File: src/rtl/flop_stim_gen_if.sv
// Controller-side and flop-pin signals of the flip-flop stimulus generator.
// The controller side uses the master modport and the generator uses the slave modport.
interface flop_stim_gen_if #(
    parameter int CNT_W  = 8,
    parameter int NCYC_W = 8,
    parameter int DATA_W = 16
);
    logic              start;
    logic              abort;
    logic [CNT_W-1:0]  clr_ticks;
    logic [CNT_W-1:0]  lo_ticks;
    logic [CNT_W-1:0]  hi_ticks;
    logic [CNT_W-1:0]  setup_ticks;
    logic [NCYC_W-1:0] ncycles;
    logic [DATA_W-1:0] data_in;
    logic              dut_clk;
    logic              dut_d;
    logic              dut_clr_n;
    logic              dut_set_n;
    logic              busy;
    logic              done;

    modport master (
        output start, abort, clr_ticks, lo_ticks, hi_ticks, setup_ticks, ncycles, data_in,
        input  dut_clk, dut_d, dut_clr_n, dut_set_n, busy, done
    );

    modport slave (
        input  start, abort, clr_ticks, lo_ticks, hi_ticks, setup_ticks, ncycles, data_in,
        output dut_clk, dut_d, dut_clr_n, dut_set_n, busy, done
    );
endinterface

File: src/rtl/flop_stim_gen.sv
// Registered stimulus for a clear/set D flip-flop under test: clear pulse, then ncycles
// clock periods with programmable low/high widths and data setup before each rising edge.
module flop_stim_gen #(
    parameter int CNT_W  = 8,
    parameter int NCYC_W = 8,
    parameter int DATA_W = 16
) (
    input  logic          clk,
    input  logic          rst,
    flop_stim_gen_if.slave bus
);

    typedef enum logic [2:0] {IDLE, CLR, LOW, HIGH, DONE} state_t;

    state_t            state_q, state_d;
    logic [CNT_W-1:0]  cnt_q, cnt_d;
    logic [NCYC_W-1:0] edge_q, edge_d;
    logic [DATA_W-1:0] pat_q, pat_d;
    logic              d_q, d_d;

    logic [CNT_W-1:0]  clr_sh_q, lo_sh_q, hi_sh_q, su_sh_q;
    logic [NCYC_W-1:0] ncyc_sh_q;

    logic              clk_q, clr_n_q, set_n_q, busy_q, done_q;

    logic              idle;
    logic [CNT_W-1:0]  cfg_clr, cfg_lo, cfg_hi, cfg_su;
    logic [NCYC_W-1:0] cfg_ncyc;
    logic [CNT_W-1:0]  len_lo, len_hi, len_su;

    assign idle = (state_q == IDLE);

    // In IDLE the decision for the first transition is taken from the live inputs,
    // since the shadow copies are only written on that same edge.
    always_comb begin
        cfg_clr  = idle ? bus.clr_ticks   : clr_sh_q;
        cfg_lo   = idle ? bus.lo_ticks    : lo_sh_q;
        cfg_hi   = idle ? bus.hi_ticks    : hi_sh_q;
        cfg_su   = idle ? bus.setup_ticks : su_sh_q;
        cfg_ncyc = idle ? bus.ncycles     : ncyc_sh_q;
        len_lo   = (cfg_lo == '0) ? CNT_W'(1) : cfg_lo;
        len_hi   = (cfg_hi == '0) ? CNT_W'(1) : cfg_hi;
        len_su   = (cfg_su == '0) ? CNT_W'(1) : cfg_su;
        if (len_su > len_lo)
            len_su = len_lo;
    end

    always_comb begin
        state_d = state_q;
        cnt_d   = cnt_q;
        edge_d  = edge_q;
        pat_d   = pat_q;
        d_d     = d_q;
        case (state_q)
            IDLE: begin
                if (bus.start) begin
                    pat_d  = bus.data_in;
                    edge_d = '0;
                    if (cfg_clr != '0) begin
                        state_d = CLR;
                        cnt_d   = cfg_clr - CNT_W'(1);
                    end else if (cfg_ncyc != '0) begin
                        state_d = LOW;
                        cnt_d   = len_lo - CNT_W'(1);
                    end else begin
                        state_d = DONE;
                    end
                end
            end
            CLR: begin
                if (cnt_q == '0) begin
                    if (cfg_ncyc != '0) begin
                        state_d = LOW;
                        cnt_d   = len_lo - CNT_W'(1);
                    end else begin
                        state_d = DONE;
                    end
                end else begin
                    cnt_d = cnt_q - CNT_W'(1);
                end
            end
            LOW: begin
                if (cnt_q == '0) begin
                    state_d = HIGH;
                    cnt_d   = len_hi - CNT_W'(1);
                    edge_d  = edge_q + NCYC_W'(1);
                end else begin
                    cnt_d = cnt_q - CNT_W'(1);
                end
            end
            HIGH: begin
                if (cnt_q == '0) begin
                    if (edge_q == cfg_ncyc) begin
                        state_d = DONE;
                    end else begin
                        state_d = LOW;
                        cnt_d   = len_lo - CNT_W'(1);
                    end
                end else begin
                    cnt_d = cnt_q - CNT_W'(1);
                end
            end
            DONE:    state_d = IDLE;
            default: state_d = IDLE;
        endcase

        if (!idle && bus.abort)
            state_d = IDLE;

        // The next pattern bit appears exactly len_su cycles before the rise.
        if (state_d == LOW && cnt_d == len_su - CNT_W'(1)) begin
            d_d   = pat_d[0];
            pat_d = pat_d >> 1;
        end
    end

    always_ff @(posedge clk or posedge rst) begin
        if (rst) begin
            state_q <= IDLE;
            cnt_q   <= '0;
            edge_q  <= '0;
            d_q     <= 1'b0;
            clk_q   <= 1'b0;
            clr_n_q <= 1'b0;
            set_n_q <= 1'b1;
            busy_q  <= 1'b0;
            done_q  <= 1'b0;
        end else begin
            state_q <= state_d;
            cnt_q   <= cnt_d;
            edge_q  <= edge_d;
            d_q     <= d_d;
            clk_q   <= (state_d == HIGH);
            clr_n_q <= (state_d != CLR);
            set_n_q <= 1'b1;
            busy_q  <= (state_d != IDLE);
            done_q  <= (state_d == DONE);
        end
    end

    always_ff @(posedge clk) begin
        pat_q <= pat_d;
        if (idle && bus.start) begin
            clr_sh_q  <= bus.clr_ticks;
            lo_sh_q   <= bus.lo_ticks;
            hi_sh_q   <= bus.hi_ticks;
            su_sh_q   <= bus.setup_ticks;
            ncyc_sh_q <= bus.ncycles;
        end
    end

    assign bus.dut_clk   = clk_q;
    assign bus.dut_d     = d_q;
    assign bus.dut_clr_n = clr_n_q;
    assign bus.dut_set_n = set_n_q;
    assign bus.busy      = busy_q;
    assign bus.done      = done_q;

endmodule

File: src/flat_wrapper.sv
// flat-port wrapper written by rule: the top's interface ports become plain ports
module flop_stim_gen_flat 
#(
    parameter int CNT_W  = 8,
    parameter int NCYC_W = 8,
    parameter int DATA_W = 16
)
  (clk, rst, bus_start, bus_abort, bus_clr_ticks, bus_lo_ticks, bus_hi_ticks, bus_setup_ticks, bus_ncycles, bus_data_in, bus_dut_clk, bus_dut_d, bus_dut_clr_n, bus_dut_set_n, bus_busy, bus_done);
  flop_stim_gen_if #(.CNT_W(CNT_W), .NCYC_W(NCYC_W), .DATA_W(DATA_W)) bus_i ();
  input  logic clk;
  input  logic rst;
  input wire logic [$bits(bus_i.start)-1:0] bus_start;
  input wire logic [$bits(bus_i.abort)-1:0] bus_abort;
  input wire logic [$bits(bus_i.clr_ticks)-1:0] bus_clr_ticks;
  input wire logic [$bits(bus_i.lo_ticks)-1:0] bus_lo_ticks;
  input wire logic [$bits(bus_i.hi_ticks)-1:0] bus_hi_ticks;
  input wire logic [$bits(bus_i.setup_ticks)-1:0] bus_setup_ticks;
  input wire logic [$bits(bus_i.ncycles)-1:0] bus_ncycles;
  input wire logic [$bits(bus_i.data_in)-1:0] bus_data_in;
  output wire logic [$bits(bus_i.dut_clk)-1:0] bus_dut_clk;
  output wire logic [$bits(bus_i.dut_d)-1:0] bus_dut_d;
  output wire logic [$bits(bus_i.dut_clr_n)-1:0] bus_dut_clr_n;
  output wire logic [$bits(bus_i.dut_set_n)-1:0] bus_dut_set_n;
  output wire logic [$bits(bus_i.busy)-1:0] bus_busy;
  output wire logic [$bits(bus_i.done)-1:0] bus_done;
  assign bus_i.start = bus_start;
  assign bus_i.abort = bus_abort;
  assign bus_i.clr_ticks = bus_clr_ticks;
  assign bus_i.lo_ticks = bus_lo_ticks;
  assign bus_i.hi_ticks = bus_hi_ticks;
  assign bus_i.setup_ticks = bus_setup_ticks;
  assign bus_i.ncycles = bus_ncycles;
  assign bus_i.data_in = bus_data_in;
  assign bus_dut_clk = bus_i.dut_clk;
  assign bus_dut_d = bus_i.dut_d;
  assign bus_dut_clr_n = bus_i.dut_clr_n;
  assign bus_dut_set_n = bus_i.dut_set_n;
  assign bus_busy = bus_i.busy;
  assign bus_done = bus_i.done;
  flop_stim_gen #(.CNT_W(CNT_W), .NCYC_W(NCYC_W), .DATA_W(DATA_W)) u_core (.clk(clk), .rst(rst), .bus(bus_i));
endmodule
File: config.mk
export PLATFORM = sky130hd
export DESIGN_NAME = flop_stim_gen_flat
export DESIGN_NICKNAME = d
export VERILOG_FILES = /design/src/rtl/flop_stim_gen_if.sv /design/src/rtl/flop_stim_gen.sv /design/src/flat_wrapper.sv
export SDC_FILE = /design/constraint.sdc
export NUM_CORES = 1
export LEC_CHECK = 0
export BUFFER_PORTS_ARGS = -buffer_cell sky130_fd_sc_hd__buf_2
export CORE_ASPECT_RATIO = 0.75
export CORE_UTILIZATION = 30
export CTS_BUF_LIST = sky130_fd_sc_hd__clkbuf_4
export DETAILED_ROUTE_END_ITERATION = 8
export PLACE_DENSITY_LB_ADDON = 0.12
export SLEW_MARGIN = 5
export SYNTH_ARGS = -nofsm -noshare
export SYNTH_HDL_FRONTEND = slang
export SYNTH_SLANG_ARGS = --single-unit
File: constraint.sdc
create_clock -name clk -period 5.7 [get_ports clk]
set_input_delay 0.57 -clock clk [delete_from_list [all_inputs] [get_ports clk]]
set_output_delay 0.57 -clock clk [all_outputs]
set_load 0.03 [all_outputs]
# Word-level counts from Yosys, hierarchy flattened
# Cells that the tools add are included.
[totals]
inputBits = 60
ff_bits = 80
elab_cells = 79
out_inout_bits = 6
[classes]
n_addsub = 6
order_cmp = 1
n_reduce_logical = 14
eq_ne = 11
n_mux = 32
[ops]
columns = ["operator", "count"]
rows = [
  ["8-bit 2-to-1 mux", 18],
  ["8-bit by 1-bit subtractor with 8-bit output (second input constant)", 5],
  ["8-bit zero test", 4],
  ["16-bit 2-to-1 mux", 2],
  ["8-bit one-hot mux with 4 select lines", 1],
  ["3-bit 2-to-1 mux", 8],
  ["8-bit equality test", 2],
  ["8-bit one-hot mux with 2 select lines", 1],
  ["8-bit nonzero test", 2],
  ["15-bit 2-to-1 mux", 1],
  ["3-bit by 2-bit equality test with 1-bit output (second input constant)", 4],
  ["3-bit one-hot mux with 4 select lines", 1],
  ["8-bit by 1-bit adder with 8-bit output (second input constant)", 1],
  ["8-bit > comparator", 1],
  ["3-bit by 1-bit equality test with 1-bit output (second input constant)", 1],
  ["3-bit equality test (second input constant)", 1],
  ["1-bit logical AND", 3],
  ["3-bit zero test", 1],
  ["3-bit by 1-bit inequality test with 1-bit output (second input constant)", 1],
  ["3-bit AND reduction", 1],
  ["3-bit nonzero test", 1],
  ["2-bit by 1-bit inequality test with 1-bit output (second input constant)", 1],
  ["2-bit inequality test (second input constant)", 1],
  ["2-bit nonzero test", 1],
  ["1-bit zero test", 1],
]

# Depth between registers and ports, before layout
# Gate-level depths: netlist of the first run.
[depth]
word_depth = 12
mapped_depth = 27
depth_no_buf = 21

# Worst setup path after synthesis of the first run
# OpenSTA, ideal clock, no wires.
[synth_timing]
path_kind = "register to register"
start = "reg u_core.state_q[1]"
end = "reg u_core.pat_q[11]"
n_path_buf = 7
required_ns = 5.580
stages_incl_launch_ff = 26
t_arrival_ns = 5.542
path_slack_ns = 0.038
path_cell_list = "dfrtp_1 buf_6 nor3_4 buf_2 buf_2 buf_2 buf_2 mux2i_1 ha_1 nor2b_1 o211ai_1 a211o_1 nand2_1 a21oi_1 ha_1 o21a_1 nand3_1 xor2_1 o21ai_1 and3_1 or4b_1 or4b_1 buf_2 buf_6 a21boi_0 or2_1"
[synth_via]
elab_chain_cells = 12
elab_cells_between_ends = 48
[synth_lines]
columns = ["item", "line", "text"]
rows = [
  ["start: declaration", "flop_stim_gen.sv:15", "state_t state_q, state_d;"],
  ["start signal: assignment", "flop_stim_gen.sv:129", "state_q <= state_d;"],
  ["parallel branches: the longest is 11 deep, another holds 8-bit > comparator", "--", ""],
  ["15-bit 2-to-1 mux (*)", "flop_stim_gen.sv:111", "if (state_d == LOW && cnt_d == len_su - CNT_W'(1)) begin"],
  ["net u_core.pat_d[11]", "flop_stim_gen.sv:18", "logic [DATA_W-1:0] pat_q, pat_d;"],
  ["end signal: assignment", "flop_stim_gen.sv:142", "pat_q <= pat_d;"],
  ["end: declaration", "flop_stim_gen.sv:18", ""],
]
# Mark *: on every way through the listed nets, which the timed path passes.
# A chain may end at the register's enable or synchronous reset.

# Final worst setup path of the first run
[layout_timing]
start = "reg u_core.state_q[1]"
end = "reg u_core.pat_q[0]"
# The elaborated chain is that of the path after synthesis.

==> results of run 1 <==
-- area by class of cell --
cell class / instances / area (um^2) / area share [%]
multi-input combinational: 566 / 3620 / 52.7
sequential: 80 / 2120 / 30.9
timing repair buffer: 99 / 603 / 8.78
tap: 253 / 317 / 4.61
clock buffer: 9 / 67.6 / 0.984
clock inverter: 7 / 67.6 / 0.984
inverter: 17 / 63.8 / 0.929
antenna: 2 / 5.00 / 0.0729
-- per-layer routing --
layer	vias to the layer above	wire length, um
met5	-	0
met4	0	198
met3	17	1420
met2	176	7380
met1	2759	9740
li1	2740	-
-- registers in the layout, indices dropped and copies added, names as in the netlist, 3 cells and up --
signal,cells
u_core.clr_sh_q,8
u_core.cnt_q,8
u_core.edge_q,8
u_core.hi_sh_q,8
u_core.lo_sh_q,8
u_core.ncyc_sh_q,8
u_core.pat_q,16
u_core.state_q,3
u_core.su_sh_q,8
-- synth_stat cells, types with 9 or more instances --
cell / instances / area share [%]
or2_1: 12 / 1.3
nor3b_1: 12 / 1.5
clkbuf_1: 22 / 1.4
a31oi_1: 9 / 0.95
a21oi_1: 43 / 3.6
nor3_1: 34 / 2.9
inv_1: 17 / 1.1
nor2b_1: 14 / 1.5
edfxtp_1: 40 / 20
mux2i_1: 18 / 3.0
a21boi_0: 19 / 2.4
or4_1: 11 / 1.4
dfrtp_1: 24 / 10
nor4_1: 15 / 1.6
o211ai_1: 9 / 1.1
dfxtp_1: 16 / 5.4
nor2_1: 53 / 3.4
ha_1: 14 / 2.9
or3_1: 10 / 1.1
xor2_1: 13 / 1.9
nand2_1: 91 / 5.8
xnor2_1: 22 / 3.2
nand3_1: 15 / 1.3
a211oi_1: 12 / 1.5
o21ai_0: 33 / 2.8
-- logic make-up (layout without fill, tap and decap cells) --
| group | Yosys count | count (layout) | share of synthesized area (%) |
|---|---|---|---|
| XOR/XNOR | 35 | 35 | 5.16 |
| buffers and inverters | 54 | 132 | 4.38 |
| adder cells (fa/ha/maj) | 14 | 14 | 2.95 |
| AO/OA/AOI/OAI | 185 | 185 | 20.8 |
| flip-flops | 80 | 80 | 35.7 |
| other | 1 | 3 | 0.0632 |
| AND/OR/NAND/NOR | 307 | 307 | 26.7 |
| multiplexers | 24 | 24 | 4.21 |
-- power by group --
part	leakage [uW]	switching (uW)	internal, uW	total (uW)
combinational	0.00179	1280	889	2170
clock	0.0000748	251	104	355
sequential	0.000813	115	783	898
total	0.00268	1650	1780	3430
-- through the flow --
stage	worst slack [ns]	total power [uW]	util [%]	hold slack, ns	instance area, um^2
after floorplan	0.0381	2320	-	0.451	5940
after CTS	0.0974	3360	35.1	0.228	6800
after global routing	0.0216	3690	35.4	0.239	6860
after detailed placement	0.0672	2980	34.4	0.464	6660
final	0.365	3430	35.4	0.275	6870
after global placement	0.285	2960	34.4	0.456	6660
-- worst paths after layout --
check | endpoint | slack [ns] | cells after the start
worst max-delay path | u_core.pat_q[0] | 0.36 | 24
worst min-delay path | u_core.su_sh_q[0] | 0.28 | 1
worst max register to register | u_core.pat_q[0] | 0.36 | 24
worst min register to register | u_core.pat_q[15] | 0.49 | 2
max in group asynchronous | u_core.cnt_q[0] | 4.71 | 2
min in group asynchronous | u_core.edge_q[5] | 0.34 | 2
==> impl_results.md, run 1 <==
* Minimum clock period at ~5.3 ns
* First-pass GRT wire length at ~29 mm
* Placed wire-length estimate at between 10 and 15 mm
* Clock transition at the registers of the reported paths at 0.15 ns
* Final hold viol count at 0
* Fin Setup TNS at 0 ns
* Worst Path Max Fanout at 33
* Startpoint types: register
* Synth warn at 0
* Iteration-0 DRC count of the detailed router at 413
* Worst Clk Skew at 0.0246 ns
* Crit path from: u_core.state_q[1]
* Busiest grt layer: met1
* Met1 Resource Use GR at ~30%
* Synthesized area at between 0.005 and 0.006 mm^2
* MaxCap Viol Count at 0
* Via count at approximately 5700
* Layout Cells excl Fill at about 1000
* Cell variety after synth at 72
* Post-CTS setup buffers at 0
* Grt ovf at 0
* Crit-path slowest cell: or4b_1
* Total CTS buffers at 9
* Die X-Extent at 164 um
* Syn Inst Count at 700
* Post-synth top flop: edfxtp_1
* DR pass1 iterations at 5
* Critical Path RT at around 6.1 ns
* Crit path DAT at between 5 and 6 ns
* Final WL at 18.7 mm
* Final ANT Viol Nets at 0
* Row count at 44
* Die area at 0.0204 mm^2
* Synthesized area per cell at 8.48 um^2
* Class of the most critical hold timing path: in -> reg
* Fmax at about 0.19 GHz
* Worst skew pair latency at between 0.4 and 0.5 ns
* VDD IR max at ~0.19 mV
* Port buffer count at 64
* Met2 Use GR at 25.3%
* CP Buf/Inv Count at 5
* CTS tree: yes
* WL/cell at ~18 um
* H-tree levels at 3
* FILL cells at 2061
* CP cell instances: buf_4, nor3_4, buf_4, buf_4, mux2i_1, buf_4, ha_1, nor2b_1, o211ai_1, a211o_1, nand2_4, nor2_1, a21oi_2, ha_4, o21a_1, nand3_1, xor2_1, o21ai_1, and3_1, or4b_1, or4b_1, buf_6, a21boi_0, or2_2
* Layout cells sized above 1 at roughly a fifth
* Relative slew slack at approximately 28%
* TritonCTS sink count at 80
* Die H at 124 um
* Worst r2r src: u_core.state_q[1]
* Leak at 0.00268 uW
* Worst slew pin tran at ~1.1 ns
* RSZ-0062 raised after global routing: no
* DR vias/cell at between 5 and 6
* Vias in the first global route at 5097
* Clk buf depth at 2
* Syn Nets at 774
* Met3 Usage GRT at between 3 and 4%
* CP most frequent cell: buf_4
* Root buf cell: clkbuf_4
* Cell total after placement at roughly 1000
* Layout Nets at roughly 850
* Crit Path Class: reg -> reg
* Final worst path period share at between 90% and 100%
* Post-synth ARST share at 30.0%
* Sequential fraction of the synthesis area at 35.7%
* IO Count at between 60 and 70
* Cell Pwr Density at 499 mW/mm^2
* HP Start: bus_setup_ticks[0]
* CTS resizes at 0
* CP Capture Type: register
* Worst path top cell family by delay: simple AND/OR/NAND/NOR gates
* Max-slew violation count at 0
* EDFF count, synth at 40
* Core region area at 0.0194 mm^2
* Commonest non-fill, non-tap cell in the layout: nand2_1
* Starting Density at 30.6%
* Largest net degree at the start of global routing at 63
* Outcome: complete, no violations
* Area growth from synthesis to layout at 15.6%
* CP max stage delay at 0.54 ns
* Gpl congestion at ~0.91
* Initial antenna violation count at 0
* Commonest cells after routing, fill and taps aside: nand2_1 (90), buf_2 (64), nor2_1 (53), a21oi_1 (42), edfxtp_1 (40)
* Residual DRC at 0
* Hold Buf Count CTS at 0
* Final Setup Violations at 0
* Post-synthesis sequential element count at 80
* GRT Total Usage at a little under a fifth
No activity file was read; power rests on OpenSTA's default activity.
==> run 2, diff against run 1 <==
Clock period 5.7 ns to 5.66 ns, I/O delays scaled along.
==> run 2 against run 1 <==
Net effect:
- combinational power increased by 2%
- largest cell class unchanged
- cell count did not move
- worst setup slack got worse by 0.044 ns
- die area unchanged
- sequential share of layout area is 0.22 points lower
- non-clock buffer count rose by 1
- critical endpoint is now u_core.pat_q[1]
- core utilization increased by 0.26 points
- sequential cell count is the same
- critical path depth is 2 lower
==> impl_results.md, run 2 (synthesis results as in run 1) <==
* Top Layer Used: met4
* Startpoint types: register
* VDD IR max at 0.182 mV
* Root buf cell: clkbuf_4
* Worst slew pin tran at between 1 and 1.5 ns
* Die H at between 100 and 150 um
* Core region area at between 0.015 and 0.02 mm^2
* Setup ws final at ~0.32 ns
* GRT Total Usage at about a fifth
* Max FFs per register at 16
* Die area at 0.0204 mm^2
* Clock transition at the registers of the reported paths at between 0.15 and 0.2 ns
* Die X-Extent at ~160 um
* Clk buf depth at 2
* Worst skew pair latency at 0.47 ns
* Vias in the first global route at 5289
* Reg power frac at between 20% and 30%
* TritonCTS sink count at 80
* Row count at 44
* Placed wire-length estimate at ~14 mm
* Worst path top cell family by delay: simple AND/OR/NAND/NOR gates
* Crit-path slowest cell: or4b_4
* CTS tree: yes
* CP Buf/Inv Count at 4
* Relative slew slack at between 20% and 30%
* Residual DRC at 0
* Hold Buf Count CTS at 0
* Commonest non-fill, non-tap cell in the layout: nand2_1
* Port buffer count at 64
* Worst slack at placement at 0.0325 ns
* DR pass1 iterations at 5
* Fin Setup TNS at 0 ns
* Via count at between 5000 and 6000
* Outcome: complete, no violations
* Worst Clk Skew at ~0.019 ns
* Crit Path Class: reg -> reg
* Clock group share of total power at between 10% and 20%
* Iteration-0 DRC count of the detailed router at between 500 and 600
* Met1 WL at ~10 mm
* P_sw at about 1700 uW
* RSZ-0062 raised after global routing: no
* Final hold viol count at 0
* DR vias/cell at between 5 and 6
* CP max stage delay at 0.57 ns
* Largest net degree at the start of global routing at 63
* Met2 Wirelength at around 7.5 mm
* CP cell instances: buf_4, nor3_4, buf_12, mux2i_2, inv_1, ha_1, nand4_1, a211o_1, nand2_4, nor2_1, a21oi_2, ha_2, o21a_1, nand3_1, xor2_1, o21ai_1, and3_1, or4b_1, or4b_4, buf_8, a21boi_0, or2_2
* Pint at 1860 uW
* Max-slew violation count at 0
* Placed Instance Area at 0.00666 mm^2
* Layout Nets at between 800 and 900
* Final ANT Viol Nets at 0
* Wire length on met3 at ~1.5 mm
* Grt ovf at 0
* Area growth from synthesis to layout at 16.5%
* Crit path DAT at roughly 5.7 ns
* Commonest cells after routing, fill and taps aside: nand2_1 (90), buf_2 (64), nor2_1 (52), a21oi_1 (42), edfxtp_1 (40)
* Initial antenna violation count at 1
* Fmax at 0.187 GHz
* Leak at 0.00271 uW
* Net Sw Frac at a little under half
* IO Count at 66
* CP Capture Type: register
* Final Instance Area at just under 0.007 mm^2
* Layout cells sized above 1 at about a fifth
* Minimum clock period at ~5.3 ns
* H-tree levels at 3
* Top reg by flops: u_core.pat_q
* Class of the most critical hold timing path: in -> reg
* Gpl congestion at ~0.97
* WL/cell at 18.6 um
* Combinational Power Share at around 62%
* Worst Path Max Fanout at 33
* Cell Pwr Density at slightly above 500 mW/mm^2
* Final worst path period share at 94.3%
* MaxCap Viol Count at 0
* First-pass GRT wire length at roughly 30 mm
* Total CTS buffers at 9
* Final Setup Violations at 0
* Final WL at 19.2 mm
* Starting Density at between 30% and 40%
* Critical Path RT at 6.02 ns
run 2: metal layers:
metal / vias up / global-route usage, %
li1: 2749 / -
met1: 2764 / 30.3
met2: 243 / 26.8
met3: 12 / 4.60
met4: 0 / 4.19
met5: - / 0
run 2: through the flow:
step                      hold WS [ns]  power [uW]  instances  util [%]
after detailed placement         0.467        3010       1013      34.4
after CTS                        0.233        3470       1029      35.3
after floorplan                  0.451        2350        700         -
after global placement           0.466        3000       1013      34.4
after global routing             0.221        3840       1033      35.7
final                            0.276        3570       1033      35.7
run 2: final cells by class:
| type | count | area (um^2) |
|---|---|---|
| clock inverter | 7 | 109 |
| multi-input combinational | 566 | 3590 |
| tap | 253 | 317 |
| sequential | 80 | 2120 |
| fill | 2011 | 12500 |
| clock buffer | 9 | 67.6 |
| antenna | 1 | 2.50 |
| timing repair buffer | 100 | 641 |
| inverter | 17 | 63.8 |
run 2: power groups by stage:
| stage | logic (uW) | clock network [uW] | registers, uW |
|---|---|---|---|
| after floorplan | 1450 | 0 | 898 |
| after global placement | 2080 | 0 | 912 |
| after detailed placement | 2100 | 0 | 913 |
| after CTS | 2120 | 458 | 901 |
| after global routing | 2440 | 478 | 925 |
| final | 2220 | 440 | 905 |
run 2: final timing paths:
kind,slack (ns),to,cells after the start,start
min,0.28,u_core.su_sh_q[0],1,bus_setup_ticks[0]
min in group asynchronous,0.33,u_core.bus.busy,2,rst
min reg2reg,0.49,u_core.pat_q[15],2,u_core.pat_q[15]
max reg2reg,0.32,u_core.pat_q[1],22,u_core.state_q[1]
max in group asynchronous,4.67,u_core.bus.dut_d,2,rst
max,0.32,u_core.pat_q[1],22,u_core.state_q[1]
run 2: worst reg2reg max path, stage by stage, from the launching register on:
cell	delay, ns
dfrtp_1	0.41
buf_4	0.21
nor3_4	0.22
buf_12	0.19
mux2i_2	0.32
inv_1	0.08
ha_1	0.29
nand4_1	0.18
a211o_1	0.38
nand2_4	0.14
nor2_1	0.08
a21oi_2	0.15
ha_2	0.25
o21a_1	0.17
nand3_1	0.09
xor2_1	0.14
o21ai_1	0.09
and3_1	0.18
or4b_1	0.50
or4b_4	0.57
buf_8	0.19
a21boi_0	0.13
or2_2	0.29
run 2: timing repair:
item	in CTS	in global routing
setup buffers	0	2
gates resized for setup	1	10
setup endpoints to repair	2	17
pin swaps	0	2
cloned	0	1
